File: src/rtl/clock_display_scanner.sv
// clock_display_scanner: scans the six BCD clock digits onto a common-anode 7-segment display
// with frame snapshot, leading-zero blanking, colon dots and set-mode blink. Option: SCAN_GHOST_GUARD_EN.
module clock_display_scanner #(
   parameter int REFRESH_DIV  = 50000,
   parameter int BLINK_FRAMES = 64,
   parameter int GUARD_CYCLES = 8
) (
   input  logic        clk,
   input  logic        reset,
   input  logic [23:0] currentBits,
   input  logic [3:0]  state,
   output logic [5:0]  anode,
   output logic [6:0]  segments,
   output logic        dp
);
   localparam int DW = (REFRESH_DIV > 1) ? $clog2(REFRESH_DIV) : 1;
   localparam int FW = $clog2(BLINK_FRAMES + 1);
   localparam logic [DW-1:0] DIV_LAST   = DW'(REFRESH_DIV - 1);
   localparam logic [DW-1:0] GUARD_LIM  = DW'(GUARD_CYCLES);
   localparam logic [FW-1:0] FRAME_LAST = FW'(BLINK_FRAMES - 1);
   localparam logic [3:0]    STATE_SET  = 4'd1;
`ifdef SCAN_GHOST_GUARD_EN
   localparam logic GUARD_ON = 1'b1;
`else
   localparam logic GUARD_ON = 1'b0;
`endif

   logic [DW-1:0] divCnt;
   logic [2:0]    digitIdx;
   logic [FW-1:0] frameCnt;
   logic          blinkPhase;
   logic [23:0]   snapshot;

   logic [DW-1:0] divNext;
   logic [2:0]    idxNext;
   logic [FW-1:0] frameNext;
   logic          blinkNext;
   logic [23:0]   snapNext;
   logic          slotEnd;
   logic          frameEnd;
   logic [3:0]    digitNext;
   logic          blankNext;
   logic [5:0]    anodeNext;
   logic [6:0]    segNext;
   logic          dpNext;

   function automatic logic [6:0] decode7(input logic [3:0] d);
      case (d)
         4'd0:    decode7 = 7'b1000000;
         4'd1:    decode7 = 7'b1111001;
         4'd2:    decode7 = 7'b0100100;
         4'd3:    decode7 = 7'b0110000;
         4'd4:    decode7 = 7'b0011001;
         4'd5:    decode7 = 7'b0010010;
         4'd6:    decode7 = 7'b0000010;
         4'd7:    decode7 = 7'b1111000;
         4'd8:    decode7 = 7'b0000000;
         4'd9:    decode7 = 7'b0010000;
         default: decode7 = 7'b0111111;
      endcase
   endfunction

   // Next-state values; outputs are decoded from these so they change on the same edge as digitIdx
   always_comb begin
      slotEnd  = (divCnt == DIV_LAST);
      frameEnd = slotEnd && (digitIdx == 3'd5);

      if (slotEnd) begin
         divNext = '0;
         idxNext = frameEnd ? 3'd0 : digitIdx + 3'd1;
      end else begin
         divNext = divCnt + DW'(1);
         idxNext = digitIdx;
      end

      snapNext = frameEnd ? currentBits : snapshot;

      if (state != STATE_SET) begin
         frameNext = '0;
         blinkNext = 1'b0;
      end else if (frameEnd) begin
         if (frameCnt == FRAME_LAST) begin
            frameNext = '0;
            blinkNext = ~blinkPhase;
         end else begin
            frameNext = frameCnt + FW'(1);
            blinkNext = blinkPhase;
         end
      end else begin
         frameNext = frameCnt;
         blinkNext = blinkPhase;
      end

      case (idxNext)
         3'd0:    digitNext = snapNext[3:0];
         3'd1:    digitNext = snapNext[7:4];
         3'd2:    digitNext = snapNext[11:8];
         3'd3:    digitNext = snapNext[15:12];
         3'd4:    digitNext = snapNext[19:16];
         3'd5:    digitNext = snapNext[23:20];
         default: digitNext = 4'd0;
      endcase

      // Guard term folds to zero when the option is compiled out
      blankNext = (GUARD_ON && (divNext < GUARD_LIM))
               || ((state == STATE_SET) && blinkNext)
               || ((idxNext == 3'd5) && (snapNext[23:20] == 4'd0));

      if (blankNext) begin
         anodeNext = 6'b111111;
      end else begin
         anodeNext = ~(6'b000001 << idxNext);
      end

      segNext = decode7(digitNext);
      dpNext  = ~((idxNext == 3'd2) || (idxNext == 3'd4));
   end

   // Scan state and registered display outputs
   always_ff @(posedge clk) begin
      if (reset) begin
         divCnt     <= '0;
         digitIdx   <= 3'd0;
         frameCnt   <= '0;
         blinkPhase <= 1'b0;
         snapshot   <= 24'd0;
         anode      <= 6'b111111;
         segments   <= 7'b1111111;
         dp         <= 1'b1;
      end else begin
         divCnt     <= divNext;
         digitIdx   <= idxNext;
         frameCnt   <= frameNext;
         blinkPhase <= blinkNext;
         snapshot   <= snapNext;
         anode      <= anodeNext;
         segments   <= segNext;
         dp         <= dpNext;
      end
   end
endmodule
File: config.mk
export PLATFORM = sky130hd
export DESIGN_NAME = clock_display_scanner
export DESIGN_NICKNAME = d
export VERILOG_FILES = /design/src/rtl/clock_display_scanner.sv
export SDC_FILE = /design/constraint.sdc
export NUM_CORES = 1
export LEC_CHECK = 0
export ABC_AREA = 1
export CAP_MARGIN = 25
export CORE_UTILIZATION = 35
export DETAILED_ROUTE_END_ITERATION = 8
export DONT_BUFFER_PORTS = 1
export HOLD_SLACK_MARGIN = 0.02
export SYNTH_ARGS = -nofsm -noshare
export SYNTH_HDL_FRONTEND = slang
export SYNTH_SLANG_ARGS = --single-unit
File: constraint.sdc
create_clock -name clk -period 3.2 [get_ports clk]
set_input_delay 0.32 -clock clk [delete_from_list [all_inputs] [get_ports clk]]
set_output_delay 0.32 -clock clk [all_outputs]
set_load 0.02 [all_outputs]
# ---- Word level (Yosys, flattened, before mapping)
# Memories as Yosys holds them, arrays and structs flattened. A register that Yosys moved wholly into a read port is not among the register bits.
# Index checks and enable logic that the tools add are counted.
dict set report word_totals {
  reg_bits 58
  latchBits 0
  ramBits 0
  romBits 112
  in_bits 30
  output_inout_bits 14
  wordCells 43
  memories 1
}
dict set report classes {
  n_addsub 3
  n_mul 0
  div_mod_pow 0
  order_cmp 0
  eq_ne 10
  shifts 1
  mux 8
  bitwise 3
  reduce_logical 10
}
# name depth width read_ports rd_ports_with_merged_regs write_ports line_no
set mem_list {}
lappend mem_list {{(name not given)} 16 7 1 1 0 48} ;# case (d)
# operator count
set ops {}
lappend ops {{two-way mux 24 bit} 1}
lappend ops {{one-hot mux 4 bit (6 select lines)} 1}
lappend ops {{adder 16 x 1 -> 16 bit (second input constant)} 1}
lappend ops {{== test 16 bit (second input constant)} 1}
lappend ops {{== test 3 bit (second input constant)} 3}
lappend ops {{adder 7 x 1 -> 7 bit (second input constant)} 1}
lappend ops {{== test 7 x 6 -> 1 bit (second input constant)} 1}
lappend ops {{two-way mux 7 bit} 1}
lappend ops {{== test 3 x 2 -> 1 bit (second input constant)} 2}
lappend ops {{two-way mux 3 bit} 2}
lappend ops {{NOT 6 bit} 1}
lappend ops {{OR reduction 2 bit} 3}
lappend ops {{left shift 1 x 3 -> 6 bit (first input constant)} 1}
lappend ops {{== test 4 x 1 -> 1 bit (second input constant)} 1}
lappend ops {{zero test 4 bit} 1}
lappend ops {{inequality test 4 x 1 -> 1 bit (second input constant)} 1}
lappend ops {{adder 3 x 1 -> 3 bit (second input constant)} 1}
lappend ops {{== test 3 x 1 -> 1 bit (second input constant)} 1}
lappend ops {{logical AND 1 bit} 3}
lappend ops {{zero test 3 bit} 1}
lappend ops {{two-way mux 1 bit} 3}
lappend ops {{logical OR 1 bit} 2}
lappend ops {{NOT 1 bit} 2}

# ---- Logic depth before layout (Yosys ltp)
# Gate-level depths: netlist of the first run.
dict set report depth {
  word_depth 8
  depth_mapped 21
}

# ---- Worst setup path before layout of the first run
# OpenSTA, ideal clock, no wires.
dict set report synth_path {
  path_type {reg-to-reg}
  start {register digitIdx[1]}
  end {register segments[3]}
  arrival_ps 2216
  required_ps 3078
  setup_slack_ps 861
  stages_incl_launch_ff 21
  cell_sequence {dfxtp_1 > inv_1 > ha_1 > nand2_2 > inv_1 > or2_2 > nand3_1 > nand2_4 > nand2_4 > nor2_2 > nand2_1 > nand2_1 > inv_1 > nand2_1 > nor2_2 > inv_1 > ha_1 > inv_1 > nand2_1 > nand3_1 > nand3_1}
}
dict set report synth_via {
  elab_chain_cells 6
}
# item line_no
set synth_lines {}
lappend synth_lines {{start: declaration} 29} ;# logic [2:0] digitIdx;
lappend synth_lines {{start signal: assignment} 132} ;# digitIdx <= idxNext;
lappend synth_lines {{parallel branches: the longest is 5 deep, another holds adder 3 x 1 -> 3 bit} --}
lappend synth_lines {{one-hot mux 4 bit (6 select lines) (*)} 94} ;# case (idxNext)
lappend synth_lines {{end: declaration} 13} ;# output logic [6:0] segments,
# Every way passes the cells marked *.
# A chain may end at the register's enable or synchronous reset.

# ---- Final worst setup path of the first run
dict set report layout_path {
  start {register divCnt[0]}
  end {register segments[0]}
}
dict set report layout_via {
  elab_chain_cells 6
}
# item line_no
set layout_lines {}
lappend layout_lines {{start: declaration} 28} ;# logic [DW-1:0] divCnt;
lappend layout_lines {{start signal: assignment} 131} ;# divCnt <= divNext;
lappend layout_lines {{== test 16 bit (*)} 65} ;# slotEnd = (divCnt == DIV_LAST);
lappend layout_lines {{logical AND 1 bit} 66} ;# frameEnd = slotEnd && (digitIdx == 3'd5);
lappend layout_lines {{two-way mux 3 bit} 70} ;# idxNext = frameEnd ? 3'd0 : digitIdx + 3'd1;
lappend layout_lines {{two-way mux 3 bit} 68} ;# if (slotEnd) begin
lappend layout_lines {{== test 3 bit, or another cell as far along} 94}
lappend layout_lines {{one-hot mux 4 bit (6 select lines) (*)} 94}
# Mark *: on every way between the ends. The rest lies on a longest branch, timed or not.

==> results of run 1 <==
## power breakdown
part	leakage [nW]	switching (mW)	total, mW	internal (mW)
clock	0.103	0.327	0.769	0.441
combinational	0.933	0.0154	0.0256	0.0102
sequential	0.527	0.00957	0.826	0.816
total	1.56	0.352	1.62	1.27
## layout make-up
class	count	area [um^2]
clock buffers	10	128
clock inverters	6	92.6
fillers	918	5240
inverters	54	206
multi-input cells	318	1600
flip-flops and latches	65	1300
well taps	108	135
repair buffers	6	55.1
## state kept, by name (all words and copies together) (netlist names)
register    cells
segments        7
anode           6
frameCnt        7
divCnt         16
dp              1
digitIdx        3
blinkPhase      1
snapshot       24
## worst paths after layout
| path | start | end | slack (ns) | cells after the start |
|---|---|---|---|---|
| max | divCnt[0] | segments[0] | 0.57 | 17 |
| min | reset | snapshot[3] | 0.04 | 1 |
| max reg2reg | divCnt[0] | segments[0] | 0.57 | 17 |
| min reg2reg | frameCnt[6] | frameCnt[6] | 0.44 | 2 |
## cells by family after synthesis
logic type	Yosys count	share of synthesized area [%]
flip-flops	65	41.0
XOR/XNOR	5	1.38
AO/OA/AOI/OAI	51	8.52
buffers and inverters	62	8.40
AND/OR/NAND/NOR	253	37.1
adder cells (fa/ha/maj)	9	3.55
## worst max-delay path, cell delays in order (launching register included)
cell and delay (ns):
dfxtp_1 0.35, ha_1 0.20, nand3_2 0.13, nor2_1 0.19, nand3_2 0.10, inv_1 0.23, buf_4 0.25, nand2_1 0.08
nand2_1 0.08, nand3_1 0.07, nand2_1 0.08, inv_1 0.05, nand2_1 0.06, nor2_2 0.07, ha_1 0.19, nand3b_1 0.19
nand3_1 0.12, nand3_1 0.07
## placed cells by master (no fill, tap or decap), types with 4 or more instances in the layout
| cell type | n |
|---|---|
| nand2_1 | 139 |
| nor2_4 | 4 |
| nor2_1 | 37 |
| inv_2 | 6 |
| nand3_1 | 26 |
| ha_1 | 9 |
| a21oi_1 | 32 |
| nand2_2 | 10 |
| nor2_2 | 10 |
| nor3_1 | 7 |
| dfxtp_1 | 65 |
| dlygate4sd3_1 | 4 |
| nand2_4 | 6 |
| inv_1 | 44 |
| o21ai_0 | 11 |
| clkbuf_8 | 9 |
## metrics by stage
| stage | cells | utilization [%] | power [mW] | cell area (um^2) |
|---|---|---|---|---|
| 4_1_cts | 565 | 40.0 | 1.64 | 3500 |
| 5_1_grt | 567 | 40.2 | 1.68 | 3520 |
| 2_1_floorplan | 445 | - | 0.864 | 3170 |
| 3_3_place_gp | 547 | 37.2 | 0.865 | 3260 |
| 6_report | 567 | 40.2 | 1.62 | 3520 |
| 3_5_place_dp | 547 | 37.2 | 0.865 | 3260 |
## per-layer routing
metal	part of all wire [%]	vias up	global-route usage, %
met5	0	-	0
met4	1.6	0	4.82
met3	6.2	12	5.11
met2	42	64	23.1
met1	50	1121	19.8
li1	-	1415	-
## repair_timing
action                                 4_1_cts  5_1_grt
hold buffers                                 2        2
resized for setup                            0        0
endpoints found under the hold margin        2        5
==> results.sh, run 1 <==
export IMPL_status="completed"
export IMPL_diodes=0
export IMPL_cts_sinks=65
export IMPL_die_h_um=97.2
export IMPL_worst_path_max_fanout=11
export IMPL_ys_types=37
export IMPL_synth_seq_cells=65
export IMPL_yosysTopAreaCell="dfxtp_1"
export IMPL_die_w_um=97.2
export IMPL_synth_seq_area_share_pct=41.0
export IMPL_finalCritPeriodShare_pct=82.1
export IMPL_io_pins=44
export IMPL_clock_latency_ns=0.34
export IMPL_leakage_nw=1.56
export IMPL_whs_ns=0.0398
export IMPL_fin_skew_ns=0.00808
export IMPL_clk_pin_slew_ns=0.07
export IMPL_cp_data_arrival_time_ns=2.86
export IMPL_syn_avg_cell_area_um2=7.13
export IMPL_relSlewSlack_pct=70.3
export IMPL_overflow=0
export IMPL_grt_usage_pct=15.0
export IMPL_async_flop_share_pct=0
export IMPL_cts_htree_levels=3
export IMPL_post_place_ws_ns=0.580
export IMPL_cts_buffers_inserted=9
export IMPL_synth_edff_count=0
export IMPL_max_freq_mhz=380
export IMPL_drv_slew=0
export IMPL_worstSetupEndpointType="register"
export IMPL_grt_pass1_wl_um=11400
export IMPL_tns_ns=0
export IMPL_gp_congestion=0.800
export IMPL_synth_commonest_cells="139 x nand2_1, 65 x dfxtp_1, 44 x inv_1"
export IMPL_period_needed_ns=2.63
export IMPL_hold_viol_final=0
export IMPL_worstMarginPinSlew_ns=0.441
export IMPL_min_path_type="input port to register"
export IMPL_rows=34
export IMPL_drt_first_pass_iters=4
export IMPL_yosysWarnings=0
export IMPL_ant_nets=0
export IMPL_setup_viol=0
export IMPL_initial_core_util_pct=36.2
export IMPL_power_density_nw_per_um2=460
export IMPL_wire_per_inst_um=11.7
export IMPL_ir_worst_vdd_v=0.000374
export IMPL_portBuffers=0
export IMPL_dpl_hpwl_um=4760
export IMPL_netlist_instances=445
export IMPL_netlist_area_um2=3170
export IMPL_drt_iter0_markers=90
export IMPL_rsz0062_at_grt="false"
export IMPL_drc=0
export IMPL_final_net_count=493
export IMPL_worst_slack_ns=0.572
export IMPL_syn_nets=484
export IMPL_cts_root_buf="clkbuf_8"
export IMPL_synthTopCellsByArea="dfxtp_1 41%, nand2_1 16%, inv_1 5.2%"
export IMPL_viasPerCell=4.61
export IMPL_cts_tree="yes"
export IMPL_max_cap_violations=0
export IMPL_antenna_found_initial=0
export IMPL_fp_coreArea_um2=8760
export IMPL_vias=2612
export IMPL_synth_most_common_cell="nand2_1"
export IMPL_critPathRequiredTime_ns=3.43
export IMPL_grt_pass1_vias=2464
export IMPL_grt_max_degree=30
export IMPL_cp_start_kind="register"
export IMPL_syn_to_final_growth_pct=11.0
export IMPL_dieArea_um2=9450
export IMPL_cts_path_max_buffers=2
export IMPL_worstSetupPathType="register to register"
export IMPL_synth_ff_type="dfxtp_1"
export IMPL_cts_setup_buffers=0
export IMPL_drive_gt1_share_pct=13.7
export IMPL_synth_top_area_share_pct=41.0
export IMPL_wl_um=6650
No activity file was read; power rests on OpenSTA's default activity.
==> inputs of run 2 (changes only) <==
clock period = 2.7 ns   (was 3.2 ns; I/O delays follow)
==> results.sh, run 2 (synthesis results as in run 1) <==
export IMPL_viasPerCell=4.59
export IMPL_cts_root_buf="clkbuf_8"
export IMPL_die_h_um=97.2
export IMPL_largest_register_ffs=24
export IMPL_cp_data_arrival_time_ns=2.71
export IMPL_worstMarginPinSlew_ns=0.400
export IMPL_worstSetupEndpointType="register"
export IMPL_max_cap_violations=0
export IMPL_antenna_found_initial=0
export IMPL_gp_congestion=0.771
export IMPL_cts_htree_levels=3
export IMPL_crit_slowest_cell="dfxtp_2"
export IMPL_wl_um=6510
export IMPL_cts_sinks=65
export IMPL_power_frac_seq_pct=54.1
export IMPL_overflow=0
export IMPL_rows=34
export IMPL_vias=2625
export IMPL_final_cell_mix="138 x nand2_1, 61 x dfxtp_1, 42 x inv_1, 35 x nor2_1, 32 x a21oi_1"
export IMPL_fillCellCount=910
export IMPL_drt_iter0_markers=147
export IMPL_crit_chain="inv_1 -> ha_1 -> nand2_2 -> inv_2 -> or2_2 -> nand3_2 -> nand2_4 -> nand2_4 -> inv_2 -> nand3_1 -> nand2_1 -> inv_1 -> nand2_1 -> nor2_4 -> inv_2 -> ha_1 -> inv_1 -> nand2_1 -> nand3_1 -> nand3_1"
export IMPL_worstSetupPathType="register to register"
export IMPL_final_cell_area_um2=3620
export IMPL_final_common_cell="nand2_1"
export IMPL_grt_pass1_vias=2550
export IMPL_placedInstanceArea_um2=3300
export IMPL_grt_usage_pct=15.1
export IMPL_p_total_mw=1.81
export IMPL_grt_max_degree=30
export IMPL_fin_skew_ns=0.00816
export IMPL_io_pins=44
export IMPL_power_density_nw_per_um2=501
export IMPL_clockPowerShare_pct=43.9
export IMPL_finalCritPeriodShare_pct=91.7
export IMPL_relSlewSlack_pct=73.1
export IMPL_dieArea_um2=9450
export IMPL_ir_worst_vdd_v=0.000302
export IMPL_clk_pin_slew_ns=0.07
export IMPL_p_int_mw=1.41
export IMPL_drt_first_pass_iters=4
export IMPL_worst_path_max_fanout=7
export IMPL_cts_buffers_inserted=9
export IMPL_final_net_count=498
export IMPL_setup_viol=0
export IMPL_regMostFlops="snapshot"
export IMPL_multi_input_area_um2=1670
export IMPL_grt_pass1_wl_um=11500
export IMPL_cts_path_max_buffers=2
export IMPL_status="completed"
export IMPL_dpl_hpwl_um=4840
export IMPL_max_freq_mhz=404
export IMPL_critPathRequiredTime_ns=2.93
export IMPL_fp_coreArea_um2=8760
export IMPL_leakage_nw=1.59
export IMPL_drv_slew=0
export IMPL_ant_nets=0
export IMPL_cts_tree="yes"
export IMPL_syn_to_final_growth_pct=14.2
export IMPL_drc=0
export IMPL_wire_per_inst_um=11.4
export IMPL_initial_core_util_pct=36.2
export IMPL_p_sw_share_pct=22.4
export IMPL_clock_latency_ns=0.35
export IMPL_cpPeakStageDelay_ns=0.33
export IMPL_combPwrFrac_pct=2.0
export IMPL_reg_largest_list="snapshot: 24 flops, divCnt: 16 flops"
export IMPL_portBuffers=0
export IMPL_diodes=0
export IMPL_p_sw_uw=406
export IMPL_cp_start_kind="register"
export IMPL_die_w_um=97.2
export IMPL_whs_ns=0.0850
export IMPL_drive_gt1_share_pct=17.7
export IMPL_min_path_type="input port to register"
export IMPL_period_needed_ns=2.48
export IMPL_tns_ns=0
export IMPL_hold_viol_final=0
export IMPL_seq_area_um2=1310
[run 2: changes by cell type in the layout (fill, tap and decap cells not counted), moves of 2 or more]
cell / change
buf_4: +5
clkinv_2: +2
dfxtp_1: -4
dfxtp_2: +4
dlygate4sd3_1: -3
inv_1: -2
nand3_1: -2
nor2_1: -2
nor2_2: -3
nor2_4: +5
[run 2: final cells by class]
class / instances / share of cell area, %
clock buffer: 11 / 3.63
clock inverter: 5 / 1.55
inverter: 54 / 5.77
multi-input combinational: 318 / 46.0
sequential: 65 / 36.0
tap: 108 / 3.73
timing repair buffer: 11 / 3.28
[run 2: worst max-delay path, delay by kind of cell (launching register included)]
kind / cells / cell delay (ns)
fa+ha+maj: 2 / 0.47
simple gates: 12 / 1.24
buf+inv: 6 / 0.32
flops: 1 / 0.33
[run 2: repair_timing]
| action | CTS | global route |
|---|---|---|
| endpoints found under the hold margin | 29 | 0 |
| setup endpoints to repair | 0 | 7 |
| setup buffers | 0 | 4 |
| hold buffers | 1 | 0 |
| resized for setup | 0 | 21 |
[run 2: path summary, 6_finish.rpt]
check | cells after the start | end | slack, ns | start
worst min register to register | 1 | divCnt[0] | 0.44 | divCnt[0]
worst min-delay path | 2 | snapshot[8] | 0.09 | currentBits[8]
worst max-delay path | 20 | segments[3] | 0.22 | digitIdx[1]
worst max register to register | 20 | segments[3] | 0.22 | digitIdx[1]
[run 2: power groups by stage]
stage	sequential, mW	clock (mW)	combinational [mW]
floorplan	1.00	0	0.0236
detailed placement	1.00	0	0.0235
finish	0.982	0.796	0.0367
global placement	1.00	0	0.0234
global route	0.982	0.861	0.0435
CTS	0.979	0.819	0.0314
[run 2: layer usage]
metal | vias up | part of all wire [%] | GRT usage, %
li1 | 1425 | - | -
met1 | 1154 | 51 | 19.5
met2 | 40 | 44 | 24.1
met3 | 6 | 4.1 | 4.75
met4 | 0 | 0.89 | 4.48
met5 | - | 0 | 0
[run 2: through the flow]
step | cells | utilization [%] | setup slack [ns]
after floorplan | 445 | - | 0.361
after global placement | 550 | 37.6 | 0.173
after detailed placement | 550 | 37.6 | 0.102
after CTS | 567 | 39.9 | 0.0942
after global routing | 572 | 41.3 | -0.00103
final | 572 | 41.3 | 0.225
